==> config.mk <==
export PLATFORM = sky130hd
export DESIGN_NAME = dht11_responder
export DESIGN_NICKNAME = d
export VERILOG_FILES = /design/src/rtl/dht11_pkg.sv /design/src/rtl/dht11_us_tick.sv /design/src/rtl/dht11_responder.sv
export SDC_FILE = /design/constraint.sdc
export NUM_CORES = 1
export LEC_CHECK = 0
export CORE_MARGIN = 5
export CORE_UTILIZATION = 53
export CTS_BUF_LIST = sky130_fd_sc_hd__clkbuf_4 sky130_fd_sc_hd__clkbuf_8 sky130_fd_sc_hd__clkbuf_16
export DETAILED_ROUTE_END_ITERATION = 12
export GPL_ROUTABILITY_DRIVEN = 0
export PLACE_DENSITY = 0.88
export SETUP_SLACK_MARGIN = 0.15
export SYNTH_ARGS = -nofsm -noshare
export SYNTH_HDL_FRONTEND = slang
export SYNTH_SLANG_ARGS = --single-unit
==> constraint.sdc <==
create_clock -name CLK -period 4.1 [get_ports CLK]
set_clock_uncertainty 0.1 [all_clocks]
set_input_delay 0.615 -clock CLK [delete_from_list [all_inputs] [get_ports CLK]]
set_output_delay 0.615 -clock CLK [all_outputs]
set_load 0.01 [all_outputs]
==> src/rtl/dht11_pkg.sv <==
// Shared DHT11 bus definitions: responder states, default protocol timing and frame helpers.
package dht11_pkg;

    typedef enum logic [2:0] {
        ST_IDLE,
        ST_HOST_LOW,
        ST_RESP_DLY,
        ST_PRES_LOW,
        ST_PRES_HIGH,
        ST_BIT_LOW,
        ST_BIT_HIGH,
        ST_END_LOW
    } dht11_state_e;

    localparam int unsigned DHT_CLKS_PER_US  = 50;
    localparam int unsigned DHT_START_MIN_US = 18000;
    localparam int unsigned DHT_RESP_DLY_US  = 30;
    localparam int unsigned DHT_PRES_LOW_US  = 80;
    localparam int unsigned DHT_PRES_HIGH_US = 80;
    localparam int unsigned DHT_BIT_LOW_US   = 50;
    localparam int unsigned DHT_BIT0_HIGH_US = 26;
    localparam int unsigned DHT_BIT1_HIGH_US = 70;

    localparam int unsigned DHT_FRAME_W = 40;

    function automatic logic [7:0] chk8(input logic [7:0] b0, input logic [7:0] b1,
                                        input logic [7:0] b2, input logic [7:0] b3);
        logic [9:0] sum;
        sum = {2'b00, b0} + {2'b00, b1} + {2'b00, b2} + {2'b00, b3};
        return sum[7:0];
    endfunction

endpackage

==> src/rtl/dht11_us_tick.sv <==
// Microsecond prescaler; restart realigns the tick so each phase is an exact number of microseconds.
module dht11_us_tick #(
    parameter int unsigned CLKS_PER_US = 50
) (
    input  logic i_clk,
    input  logic i_rst_n,
    input  logic i_restart,
    output logic o_tick
);

    localparam int unsigned CW = (CLKS_PER_US > 1) ? $clog2(CLKS_PER_US) : 1;
    localparam logic [CW-1:0] LAST = CW'(CLKS_PER_US - 1);

    logic [CW-1:0] r_cnt;

    always_ff @(posedge i_clk) begin
        if (!i_rst_n || i_restart || (r_cnt == LAST)) begin
            r_cnt <= '0;
        end else begin
            r_cnt <= r_cnt + CW'(1);
        end
    end

    assign o_tick = (r_cnt == LAST);

endmodule

==> src/rtl/dht11_responder.sv <==
// DHT11 device emulator: answers a host start pulse with presence and a 40-bit frame, open-drain.
module dht11_responder
    import dht11_pkg::*;
#(
    parameter int unsigned CLKS_PER_US  = DHT_CLKS_PER_US,
    parameter int unsigned START_MIN_US = DHT_START_MIN_US,
    parameter int unsigned RESP_DLY_US  = DHT_RESP_DLY_US,
    parameter int unsigned PRES_LOW_US  = DHT_PRES_LOW_US,
    parameter int unsigned PRES_HIGH_US = DHT_PRES_HIGH_US,
    parameter int unsigned BIT_LOW_US   = DHT_BIT_LOW_US,
    parameter int unsigned BIT0_HIGH_US = DHT_BIT0_HIGH_US,
    parameter int unsigned BIT1_HIGH_US = DHT_BIT1_HIGH_US
) (
    input  logic       CLK,
    input  logic       RST,
    input  logic       EN,
    input  logic       DQ_IN,
    output logic       DQ_OE,
    input  logic [7:0] HUM_INT,
    input  logic [7:0] HUM_FLOAT,
    input  logic [7:0] TEMP_INT,
    input  logic [7:0] TEMP_FLOAT,
    input  logic       CRC_CORRUPT,
    output logic       BUSY,
    output logic       DONE,
    output logic       ERROR
);

    dht11_state_e r_state, w_next;

    logic                   r_dq_meta, r_dq_s;
    logic                   w_tick, w_entry;
    logic [14:0]            r_us_cnt, w_phase_us;
    logic                   w_phase_end, w_collide, w_bit;
    logic [DHT_FRAME_W-1:0] r_frame;
    logic [5:0]             r_bit_idx;
    logic [7:0]             w_chk;
    logic                   r_done, r_error, w_done_set, w_err_set;

    always_ff @(posedge CLK) begin
        if (!RST) begin
            r_dq_meta <= 1'b1;
            r_dq_s    <= 1'b1;
        end else begin
            r_dq_meta <= DQ_IN;
            r_dq_s    <= r_dq_meta;
        end
    end

    assign w_entry = (w_next != r_state);

    dht11_us_tick #(
        .CLKS_PER_US(CLKS_PER_US)
    ) u_us_tick (
        .i_clk    (CLK),
        .i_rst_n  (RST),
        .i_restart(w_entry),
        .o_tick   (w_tick)
    );

    always_ff @(posedge CLK) begin
        if (!RST || w_entry) begin
            r_us_cnt <= '0;
        end else if (w_tick && (r_us_cnt != '1)) begin
            r_us_cnt <= r_us_cnt + 15'd1;
        end
    end

    assign w_chk = chk8(HUM_INT, HUM_FLOAT, TEMP_INT, TEMP_FLOAT) ^ {8{CRC_CORRUPT}};
    assign w_bit = r_frame[r_bit_idx];

    always_ff @(posedge CLK) begin
        if (!RST) begin
            r_frame   <= '0;
            r_bit_idx <= '0;
        end else if ((r_state == ST_HOST_LOW) && (w_next == ST_RESP_DLY)) begin
            r_frame   <= {HUM_INT, HUM_FLOAT, TEMP_INT, TEMP_FLOAT, w_chk};
            r_bit_idx <= 6'(DHT_FRAME_W - 1);
        end else if ((r_state == ST_BIT_HIGH) && (w_next == ST_BIT_LOW)) begin
            r_bit_idx <= r_bit_idx - 6'd1;
        end
    end

    always_comb begin
        case (r_state)
            ST_RESP_DLY:          w_phase_us = 15'(RESP_DLY_US);
            ST_PRES_LOW:          w_phase_us = 15'(PRES_LOW_US);
            ST_PRES_HIGH:         w_phase_us = 15'(PRES_HIGH_US);
            ST_BIT_LOW, ST_END_LOW: w_phase_us = 15'(BIT_LOW_US);
            ST_BIT_HIGH:          w_phase_us = w_bit ? 15'(BIT1_HIGH_US) : 15'(BIT0_HIGH_US);
            default:              w_phase_us = 15'd1;
        endcase
    end

    // Phase ends on the tick that completes its last microsecond; us_cnt>=2 masks synchroniser lag.
    assign w_phase_end = w_tick && (r_us_cnt == (w_phase_us - 15'd1));
    assign w_collide   = !r_dq_s && (r_us_cnt >= 15'd2);

    always_ff @(posedge CLK) begin
        if (!RST) begin
            r_state <= ST_IDLE;
            r_done  <= 1'b0;
            r_error <= 1'b0;
        end else begin
            r_state <= w_next;
            r_done  <= w_done_set;
            r_error <= w_err_set;
        end
    end

    always_comb begin
        w_next     = r_state;
        w_done_set = 1'b0;
        w_err_set  = 1'b0;
        if (!EN) begin
            w_next = ST_IDLE;
        end else begin
            case (r_state)
                ST_IDLE: begin
                    if (!r_dq_s) w_next = ST_HOST_LOW;
                end
                ST_HOST_LOW: begin
                    if (r_dq_s) begin
                        w_next = (r_us_cnt >= 15'(START_MIN_US)) ? ST_RESP_DLY : ST_IDLE;
                    end
                end
                ST_RESP_DLY: begin
                    if (w_collide) begin
                        w_next    = ST_IDLE;
                        w_err_set = 1'b1;
                    end else if (w_phase_end) begin
                        w_next = ST_PRES_LOW;
                    end
                end
                ST_PRES_LOW: begin
                    if (w_phase_end) w_next = ST_PRES_HIGH;
                end
                ST_PRES_HIGH: begin
                    if (w_collide) begin
                        w_next    = ST_IDLE;
                        w_err_set = 1'b1;
                    end else if (w_phase_end) begin
                        w_next = ST_BIT_LOW;
                    end
                end
                ST_BIT_LOW: begin
                    if (w_phase_end) w_next = ST_BIT_HIGH;
                end
                ST_BIT_HIGH: begin
                    if (w_collide) begin
                        w_next    = ST_IDLE;
                        w_err_set = 1'b1;
                    end else if (w_phase_end) begin
                        w_next = (r_bit_idx == 6'd0) ? ST_END_LOW : ST_BIT_LOW;
                    end
                end
                ST_END_LOW: begin
                    if (w_phase_end) begin
                        w_next     = ST_IDLE;
                        w_done_set = 1'b1;
                    end
                end
                default: w_next = ST_IDLE;
            endcase
        end
    end

    always_comb begin
        DQ_OE = 1'b0;
        BUSY  = 1'b0;
        case (r_state)
            ST_PRES_LOW, ST_BIT_LOW, ST_END_LOW: begin
                DQ_OE = 1'b1;
                BUSY  = 1'b1;
            end
            ST_RESP_DLY, ST_PRES_HIGH, ST_BIT_HIGH: BUSY = 1'b1;
            default: ;
        endcase
    end

    assign DONE  = r_done;
    assign ERROR = r_error;

endmodule

==> summary.txt, run 1 <==
Cells and area
  – Ratio of cells with drive above 1 in the final layout: 24.50%
  – Sequential cell area: 0.001488 sq mm
  – Fin area: 0.006375 sq mm
  – Filler instances: 631
  – Area Growth Syn to Fin: 27.18%
  – Non-Filler Instances: 733
  – Antenna Cells: 0
  – Final core utilization: 68.99%
  – Nets: 665
  – Leading cell type in the layout, fill and taps excluded: nand2_1
  – Footprint of the multi-input gates: 0.003523 sq mm
  – Most frequent cells in the layout: nand2_1 (89), dfxtp_1 (71), mux2i_1 (39), clkdlybuf4s50_1 (39), xnor2_1 (33)

Floorplan
  – Initial core utilization: 54.25%
  – Die W: 107.3 um
  – Die Area: 0.01150 sq mm
  – Top-level I/O count: 41
  – Site Rows: 35
  – Die Y: 107.3 um
  – Total core area: 0.009240 sq mm

Placement
  – Area post-placement: 0.005629 sq mm
  – Dpl hpwl: 8894 um
  – IO buf count: 40
  – Dpl cells: 696

Synthesis
  – Gate Count Post-Synth: 534
  – Main synth FF type: dfxtp_1
  – Avg Synthesized Cell Area: 9.386 sq um
  – Post-synth ARST share: 0%
  – Distinct cells, synth: 72
  – Cell taking the most area after synthesis: dfxtp_1
  – Share of the synthesized area in the top cell type: 29.56%
  – Post-Syn Area: 0.005012 sq mm
  – #FFs+latches synth: 74
  – Post-synthesis simple-gate area fraction: 23.36%
  – Sequential fraction of the synthesis area: 29.56%
  – Ys Warns: 0
  – Post-synthesis mux area share: 12.88%
  – Largest family of logic cells by synthesized area: simple AND/OR/NAND/NOR gates
  – Top cells by area, synth: dfxtp_1 (30%), mux2i_1 (8.4%), nand2_1 (6.7%), xnor2_1 (5.9%), fa_1 (5.6%)
  – Post-Synth XOR/XNOR Area: 8.038%
  – Synth Area in Adders: 9.336%
  – Post-synth EDFFs: 0
  – Post-synthesis compound-gate area fraction: 11.63%
  – Syn_nets: 600

GRT
  – Global Route Usage Sum: 24.33%
  – Number of global-route vias before repair: 4580
  – Grt total ovfl: 0
  – Largest net degree at the start of global routing: 45
  – First-pass GRT wire length: 22220 um
  – Antenna violations before repair: 0

Timing
  – Setup slack after layout: -329.0 ps
  – Fmax: 225.8 MHz
  – RSZ-0062 raised after global routing: yes
  – Tcrit/Tclk final: 108.0%
  – Max Slew Vio Count: 0
  – Final setup vio count: 68
  – Final Hold Violating Endpoints: 0
  – Max-slew headroom: 53.41%
  – Tmin final: 4429 ps
  – Worst Max-Slew Pin Slew: 693.5 ps

Detailed routing
  – Routed wl met2: 7174 um
  – TritonRoute pass-1 iters: 5
  – Detailed Route WL: 14060 um
  – DRT antenna net count: 0
  – Starting DRT DRC Count: 376
  – Via count: 4426
  – WL met3: 943 um
  – M1 WL: 5397 um
  – # DRC: 0
  – Vias per cell: 6.038
  – Wirelength per Cell: 19.18 um
  – Top Metal Used: met4

Clock tree
  – CTS max path bufs: 2
  – Clk root buf: clkbuf_8
  – Total CTS buffers: 9
  – Hold Buf Count CTS: 0
  – Htree depth: 3
  – CTS tree: built
  – Clk Latency, worst-skew pair: 370 ps
  – Clk sinks: 74
  – Clk pin slew, worst setup/hold paths: 90 ps

Critical path
  – Crit. End Element: register
  – Arrival time at the worst endpoint: 4580 ps
  – Reg-to-reg setup timing slack: -330 ps
  – Critical path type: reg -> reg
  – Reg2reg end: r_frame[1]$_SDFFE_PN0P_
  – Top fanout value on the critical path: 6
  – CP Launch Type: register
  – Worst path required time: 4250 ps
  – Cells on worst reg2reg path: 15
  – Worst r2r src: r_bit_idx[0]$_SDFFE_PN0P_

Min path
  – Hold EP: r_dq_s$_SDFF_PN1_
  – Min-delay worst type: reg -> reg
  – Worst Hold Path Cells: 1
  – HP Start: r_dq_meta$_SDFF_PN1_

Power
  – Peak VDD IR: 0.0002240 V
  – Power Dens Cells: 272.6 mW/mm^2
  – Leak Pwr: 2.276 nW
  – Total Power: 1.738 mW

Run
  – Max-cap viol count: 0

Status
  – Status: complete, but fails checks
  – Failing checks: setup timing
-- synth_stat cells, types with 12 or more instances --
cell,count
clkbuf_1,14
nor3_2,15
nor3_1,15
fa_1,14
inv_1,13
ha_1,15
xor2_1,12
mux2i_1,42
nand2_1,89
nand3_1,16
a21oi_1,12
dfxtp_1,74
nor2_1,23
xnor2_1,34
-- how the worst max path moves through the flow --
stage               slack [ps]                 startpoint                            end  cells past startpoint
floorplan                  -20  r_bit_idx[0]$_SDFFE_PN0P_  u_us_tick.r_cnt[1]$_SDFF_PP0_                     16
global placement           -70  r_bit_idx[2]$_SDFFE_PN0P_       r_frame[30]$_SDFFE_PN0P_                     17
detailed placement        -320  r_bit_idx[2]$_SDFFE_PN0P_       r_frame[31]$_SDFFE_PN0P_                     17
CTS                        -90  r_bit_idx[0]$_SDFFE_PN0P_       r_frame[37]$_SDFFE_PN0P_                     17
finish                    -330  r_bit_idx[0]$_SDFFE_PN0P_        r_frame[1]$_SDFFE_PN0P_                     15
global route              -500  r_bit_idx[0]$_SDFFE_PN0P_       r_frame[29]$_SDFFE_PN0P_                     19
-- area by class of cell --
cell class	instances	share of cell area [%]
Clock inverter	7	1.433
Multi-Input combinational cell	411	55.27
Timing Repair Buffer	89	14.66
Clock buffer	9	1.943
Inverter	14	0.8243
Sequential cell	74	23.34
Tap cell	129	2.532
-- state kept, by name, indices dropped and copies added, names as in the netlist --
register and cells:
ERROR 1, r_bit_idx 6, r_dq_s 1, u_us_tick.r_cnt 6, r_state 3, r_us_cnt 15, r_frame 40, DONE 1
r_dq_meta 1
-- per-layer routing --
layer,vias to the layer above,GRT usage [%]
met5,-,0
met4,0,11.78
met3,50,4.859
met2,214,42.81
met1,2143,28.07
li1,2019,-
-- report_power, final --
part | internal, mW | leakage, nW | switching, mW
logic | 0.171 | 1.57 | 0.198
registers | 0.721 | 0.599 | 0.00393
clock network | 0.341 | 0.109 | 0.303
-- through the flow --
| step | TNS, ps | hold slack [ps] | setup WS, ps |
|---|---|---|---|
| 4_1_cts | -3136 | 327.7 | -94.70 |
| 3_3_place_gp | -2328 | 303.1 | -71.84 |
| 6_report | -15230 | 322.9 | -329.0 |
| 5_1_grt | -28120 | 375.1 | -502.3 |
| 2_1_floorplan | -87.51 | 286.3 | -18.67 |
| 3_5_place_dp | -15340 | 299.9 | -320.7 |
-- worst max-delay path: stages, from the launching register on --
cell	delay (ps)
dfxtp_4	400
buf_6	100
mux4_2	520
o22ai_2	220
nor2_2	80
a2111oi_4	380
a21oi_1	130
a21oi_1	170
ha_1	270
xnor2_2	150
nor3_2	150
nand4_1	190
o311a_1	470
or4b_1	620
a31oi_1	270
a211oi_2	80
-- cells by family after synthesis --
| family | count (synthesis) |
|---|---|
| adders and majority gates | 29 |
| muxes | 54 |
| AOI/OAI and AO/OA | 69 |
| and+or+nand+nor | 213 |
| DFF | 74 |
| xor gates and xnor gates | 46 |
| buffers and inverters | 49 |
-- what timing repair did --
| action | 4_1_cts | 5_1_grt |
|---|---|---|
| resized for setup | 36 | 24 |
| pin swaps | 19 | 18 |
| gates cloned | 3 | 3 |
| setup buffers | 9 | 6 |
| setup endpoints to repair | 69 | 71 |
Note: power is estimated with default switching activity, not from simulation.
==> run 2: changes to the inputs <==
Settings changed: CORE_MARGIN 5 to 3, PLACE_DENSITY 0.88 to unset, PLACE_DENSITY_LB_ADDON set to 0.12.
==> run 2 against run 1 <==
The flow still finishes with violations (setup timing). Combinational power decreased by 5.7%. Sequential power about the same. Non-clock buffer count decreased by 3. Die area decreased by 7.3%. Clock-buffer cell count unchanged. Sequential share of layout area increased by 0.93 points. Critical path type unchanged. Largest power group unchanged.
==> summary.txt, run 2 (synthesis gave the netlist of run 1 again) <==
Critical path
  – Arrival time at the worst endpoint: 4400 ps
  – Critical path depth: 15
  – Top fanout value on the critical path: 6
  – Worst path required time: 4220 ps
  – Critical Path End: r_frame[0]$_SDFFE_PN0P_
  – Worst r2r src: r_bit_idx[0]$_SDFFE_PN0P_
  – Reg2reg end: r_frame[0]$_SDFFE_PN0P_
  – CP Launch Point: r_bit_idx[0]$_SDFFE_PN0P_
  – CP peak stage delay: 600 ps
  – Critical path type: reg -> reg
  – CP Launch Type: register
  – Buf/Inv on CP: 1
  – Crit. End Element: register
  – Cells on worst reg2reg path: 15
  – Reg-to-reg setup timing slack: -170 ps
  – Most common cell on crit path: a21oi_1
  – Worst path slowest cell: or4b_1
  – Crit path cell chain: mux4_2 > mux2i_2 > o22ai_2 > a2111oi_4 > a21oi_1 > a21oi_1 > ha_1 > xnor2_1 > nor3_2 > nand4_1 > buf_4 > o311a_4 > or4b_1 > a31oi_1 > a211oi_2
  – CP delay by family, top: compound AO/OA/AOI/OAI gates

Power
  – Peak VDD IR: 0.0002474 V
  – Power Dens Cells: 266.8 mW/mm^2
  – Leak Pwr: 2.214 nW
  – Total Power: 1.636 mW

Timing
  – Tmin final: 4275 ps
  – Max Slew Vio Count: 0
  – Worst hold margin: 313.0 ps
  – Fmax: 233.9 MHz
  – Setup slack after layout: -174.6 ps
  – Final Hold Violating Endpoints: 0
  – Max-slew headroom: 51.17%
  – Tcrit/Tclk final: 104.3%
  – Final setup vio count: 67
  – RSZ-0062 raised after global routing: yes
  – Worst Max-Slew Pin Slew: 726.2 ps

Cells and area
  – Largest regs: r_frame x40, r_us_cnt x15
  – Fin area: 0.006130 sq mm
  – Antenna Cells: 0
  – Sequential cell area: 0.001488 sq mm
  – Final core utilization: 68.61%
  – Area Growth Syn to Fin: 22.29%
  – Nets: 662
  – Leading cell type in the layout, fill and taps excluded: nand2_1
  – Ratio of cells with drive above 1 in the final layout: 23.46%
  – Max reg flops: 40
  – Most frequent cells in the layout: nand2_1 (89), dfxtp_1 (71), mux2i_1 (40), clkdlybuf4s50_1 (39), buf_4 (35)
  – Top reg by flops: r_frame
  – Filler instances: 714
  – Footprint of the multi-input gates: 0.003431 sq mm

Detailed routing
  – Detailed Route WL: 12190 um
  – Wirelength per Cell: 17.19 um
  – Starting DRT DRC Count: 203
  – DRT antenna net count: 0
  – Vias per cell: 5.836
  – # DRC: 0
  – TritonRoute pass-1 iters: 4
  – Via count: 4138

Status
  – Status: complete, but fails checks
  – Failing checks: setup timing

GRT
  – Largest net degree at the start of global routing: 78
  – Grt total ovfl: 0
  – Number of global-route vias before repair: 4175
  – Global Route Usage Sum: 24.08%
  – First-pass GRT wire length: 20180 um
  – Antenna violations before repair: 0

Placement
  – Dpl hpwl: 9069 um
  – Area post-placement: 0.005648 sq mm
  – Dpl ws: -353.5 ps
  – IO buf count: 40

Floorplan
  – Die Area: 0.01066 sq mm
  – Top-level I/O count: 41
  – Die Y: 103.3 um
  – Total core area: 0.008934 sq mm
  – Site Rows: 34
  – Die W: 103.3 um
  – Initial core utilization: 56.11%

Clock tree
  – Clk pin slew, worst setup/hold paths: 80 ps
  – Total CTS buffers: 9
  – Htree depth: 3
  – Hold Buf Count CTS: 0
  – Clk Latency, worst-skew pair: 350 ps
  – CTS tree: built
  – Clk root buf: clkbuf_8
  – Clk sinks: 74
  – CTS max path bufs: 2

Min path
  – HP Start: r_dq_meta$_SDFF_PN1_
  – Min-delay worst type: reg -> reg

Run
  – Max-cap viol count: 0
==> run 2: changes by cell type in the layout (fill, tap and decap cells not counted), sizes merged <==
cell    change
inv         -1
bufinv      -1
clkinv      +2
clkbuf      -2
buf         -1
==> run 2: worst min-delay path by stage <==
| stage | end | cells past startpoint | slack (ps) |
|---|---|---|---|
| finish | r_dq_s$_SDFF_PN1_ | 1 | 310 |
| global route | r_dq_s$_SDFF_PN1_ | 1 | 340 |
| CTS | r_dq_s$_SDFF_PN1_ | 1 | 320 |
| detailed placement | r_dq_s$_SDFF_PN1_ | 1 | 300 |
| global placement | r_dq_s$_SDFF_PN1_ | 1 | 300 |
| floorplan | r_dq_s$_SDFF_PN1_ | 1 | 290 |
==> run 2: report_power, final <==
part	total, mW	internal, mW	leakage, nW	switching, mW
registers	0.725	0.721	0.599	0.00379
logic	0.347	0.161	1.52	0.186
clock network	0.564	0.280	0.0990	0.284
total	1.64	1.16	2.21	0.473
==> run 2: final cells by class <==
cell class,instances,share of cell area (%)
Inverter,14,0.8573
Multi-Input combinational cell,411,55.97
Timing Repair Buffer,86,13.53
Tap cell,108,2.205
Clock buffer,9,2.021
Clock inverter,7,1.143
Sequential cell,74,24.27
==> run 2: timing repair <==
action / in CTS / in global routing
setup buffers: 11 / 1
endpoints found under the hold margin: 0 / 0
gates resized for setup: 26 / 12
setup endpoints to repair: 67 / 71
pin swaps: 5 / 3
==> run 2: stage by stage <==
step	std cells	setup TNS [ps]
after CTS	708	-7245
after global routing	709	-24150
after floorplan	534	-87.51
after global placement	681	-13200
after detailed placement	681	-15370
final	709	-7713
==> run 2: per-layer routing <==
metal  share of wire (%)  track usage (%)
met1                  44            31.54
met2                  49            40.31
met3                 4.7            5.701
met4                 1.7            5.876
met5                   0                0
==> run 3: changes to the inputs <==
Settings changed: SKIP_LAST_GASP set to 1, TNS_END_PERCENT set to 20.
==> run 3 against run 2 <==
The run still ends with setup timing left. Sequential share of layout area increased by 0.65 points. Global-route usage increased by 0.82 points. First-iteration DRC count increased by 45%. Core utilization decreased by 1.8 points. Routed wire length increased by 3.5%. Clock power decreased by 13%. Non-clock buffer count decreased by 1. Flip-flop and latch count unchanged. Worst hold slack improved by 9.6 ps. Largest cell class unchanged.
==> summary.txt, run 3 (synthesis gave the netlist of run 1 again) <==
Status
  – Status: complete, but fails checks
  – Failing checks: setup timing

Timing
  – RSZ-0062 raised after global routing: yes
  – Tmin final: 4404 ps
  – Final Hold Violating Endpoints: 0
  – Fmax: 227.0 MHz
  – Final setup vio count: 68
  – Max Slew Vio Count: 0
  – Worst Max-Slew Pin Slew: 995.9 ps
  – Max-slew headroom: 33.10%
  – Setup slack after layout: -304.4 ps
  – Tcrit/Tclk final: 107.4%

Critical path
  – CP Launch Type: register
  – Crit. End Element: register
  – Arrival time at the worst endpoint: 4560 ps
  – Critical path type: reg -> reg
  – Top fanout value on the critical path: 22
  – Worst path required time: 4250 ps

Floorplan
  – Die W: 103.3 um
  – Site Rows: 34
  – Total core area: 0.008934 sq mm
  – Initial core utilization: 56.11%
  – Die Area: 0.01066 sq mm
  – Top-level I/O count: 41
  – Die Y: 103.3 um

Cells and area
  – Final core utilization: 66.78%
  – Leading cell type in the layout, fill and taps excluded: nand2_1
  – Largest regs: r_frame x40, r_us_cnt x15
  – Nets: 661
  – Most frequent cells in the layout: nand2_1 (89), dfxtp_1 (72), mux2i_1 (40), clkdlybuf4s50_1 (39), buf_4 (36)
  – Sequential cell area: 0.001486 sq mm
  – Area Growth Syn to Fin: 19.02%
  – Footprint of the multi-input gates: 0.003306 sq mm
  – Top reg by flops: r_frame
  – Antenna Cells: 0
  – Ratio of cells with drive above 1 in the final layout: 20.40%
  – Fin area: 0.005966 sq mm
  – Max reg flops: 40
  – Filler instances: 728
  – Non-Filler Instances: 706

Power
  – NetSw: 0.4586 mW
  – Switching Share: 29.56%
  – Sequential fraction of design power: 46.7%
  – Power Dens Cells: 260.0 mW/mm^2
  – Peak VDD IR: 0.0001484 V
  – Logic gate share of total power: 21.6%
  – Clk network pwr share: 31.7%
  – Int Pwr: 1.093 mW
  – Leak Pwr: 2.167 nW

GRT
  – Global Route Usage Sum: 24.89%
  – Grt total ovfl: 0
  – Antenna violations before repair: 0
  – First-pass GRT wire length: 20710 um
  – Number of global-route vias before repair: 4071
  – Largest net degree at the start of global routing: 48

Detailed routing
  – Vias per cell: 5.888
  – Wirelength per Cell: 17.86 um
  – Via count: 4157
  – Starting DRT DRC Count: 294
  – # DRC: 0
  – DRT antenna net count: 0
  – TritonRoute pass-1 iters: 5
  – Detailed Route WL: 12610 um

Placement
  – IO buf count: 40
  – Area post-placement: 0.005695 sq mm
  – Dpl ws: -366.6 ps
  – Dpl hpwl: 9538 um
  – Dpl cells: 684

Clock tree
  – CTS tree: built
  – Clk pin slew, worst setup/hold paths: 80 ps
  – Hold Buf Count CTS: 0
  – Htree depth: 3
  – Total CTS buffers: 9
  – Clk root buf: clkbuf_8
  – Clk sinks: 74
  – CTS max path bufs: 2
  – Clk Latency, worst-skew pair: 350 ps

Run
  – Max-cap viol count: 0

Min path
  – Min-delay worst type: reg -> reg
[run 3: cell count changes in the layout (fill, tap and decap cells not counted), sizes merged]
cell and change:
clkinvlp +1, bufinv -1, buf -1, clkinv -2
[run 3: path summary, 6_finish.rpt]
check                            startpoint                  endpoint  slack [ps]  cells past startpoint
setup / recovery  r_bit_idx[0]$_SDFFE_PN0P_  r_us_cnt[1]$_SDFFE_PP0P_        -300                     18
hold / removal         r_dq_meta$_SDFF_PN1_         r_dq_s$_SDFF_PN1_         320                      1
setup reg to reg  r_bit_idx[0]$_SDFFE_PN0P_  r_us_cnt[1]$_SDFFE_PP0P_        -300                     18
hold reg to reg        r_dq_meta$_SDFF_PN1_         r_dq_s$_SDFF_PN1_         320                      1
[run 3: metal layers]
layer	GRT usage, %	routed length [um]	up-vias
met3	3.622	666	12
met1	37.55	6064	1995
met4	5.179	99	0
met2	38.04	5780	133
li1	-	-	2017
met5	0	0	-
[run 3: final cells by class]
class | count | area share, %
clock buffers | 9 | 2.076
clock inverters | 5 | 0.5663
inverters | 14 | 0.8809
multi-input cells | 411 | 55.41
flip-flops and latches | 74 | 24.92
well taps | 108 | 2.265
repair buffers | 85 | 13.88
[run 3: stage by stage]
stage	power, mW	hold WS [ps]	TNS (ps)
after CTS	1.562	321.3	-5807
after detailed placement	1.081	297.7	-19960
final	1.551	322.6	-15440
after floorplan	0.9673	286.3	-120.4
after global routing	1.625	329.3	-32810
after global placement	1.074	289.5	-11050
[run 3: power by group through the flow]
stage	clock, mW	sequential [mW]	combinational (mW)
final	0.491	0.724	0.336
after global routing	0.529	0.725	0.370
after CTS	0.496	0.724	0.341
after detailed placement	0	0.742	0.339
after global placement	0	0.742	0.332
after floorplan	0	0.741	0.226
[run 3: repair_timing]
item                       in CTS  in global routing
setup endpoints to repair      69                 71
setup buffers                   6                  2
pin swaps                       5                  2
gates resized for setup         7                  4
[run 3: worst max-delay path, stage by stage, from the launching register on]
cell and delay [ps]:
dfxtp_4 400, mux4_2 530, mux2i_2 200, o22ai_2 120
a2111oi_4 360, a21oi_1 120, a21oi_1 150, ha_1 250
xnor2_1 150, nor3_2 160, nand4_1 220, nor3_2 300
buf_4 160, a211oi_2 50, nor4b_4 310, buf_4 170
o31ai_4 80, buf_12 210, a2111oi_2 260
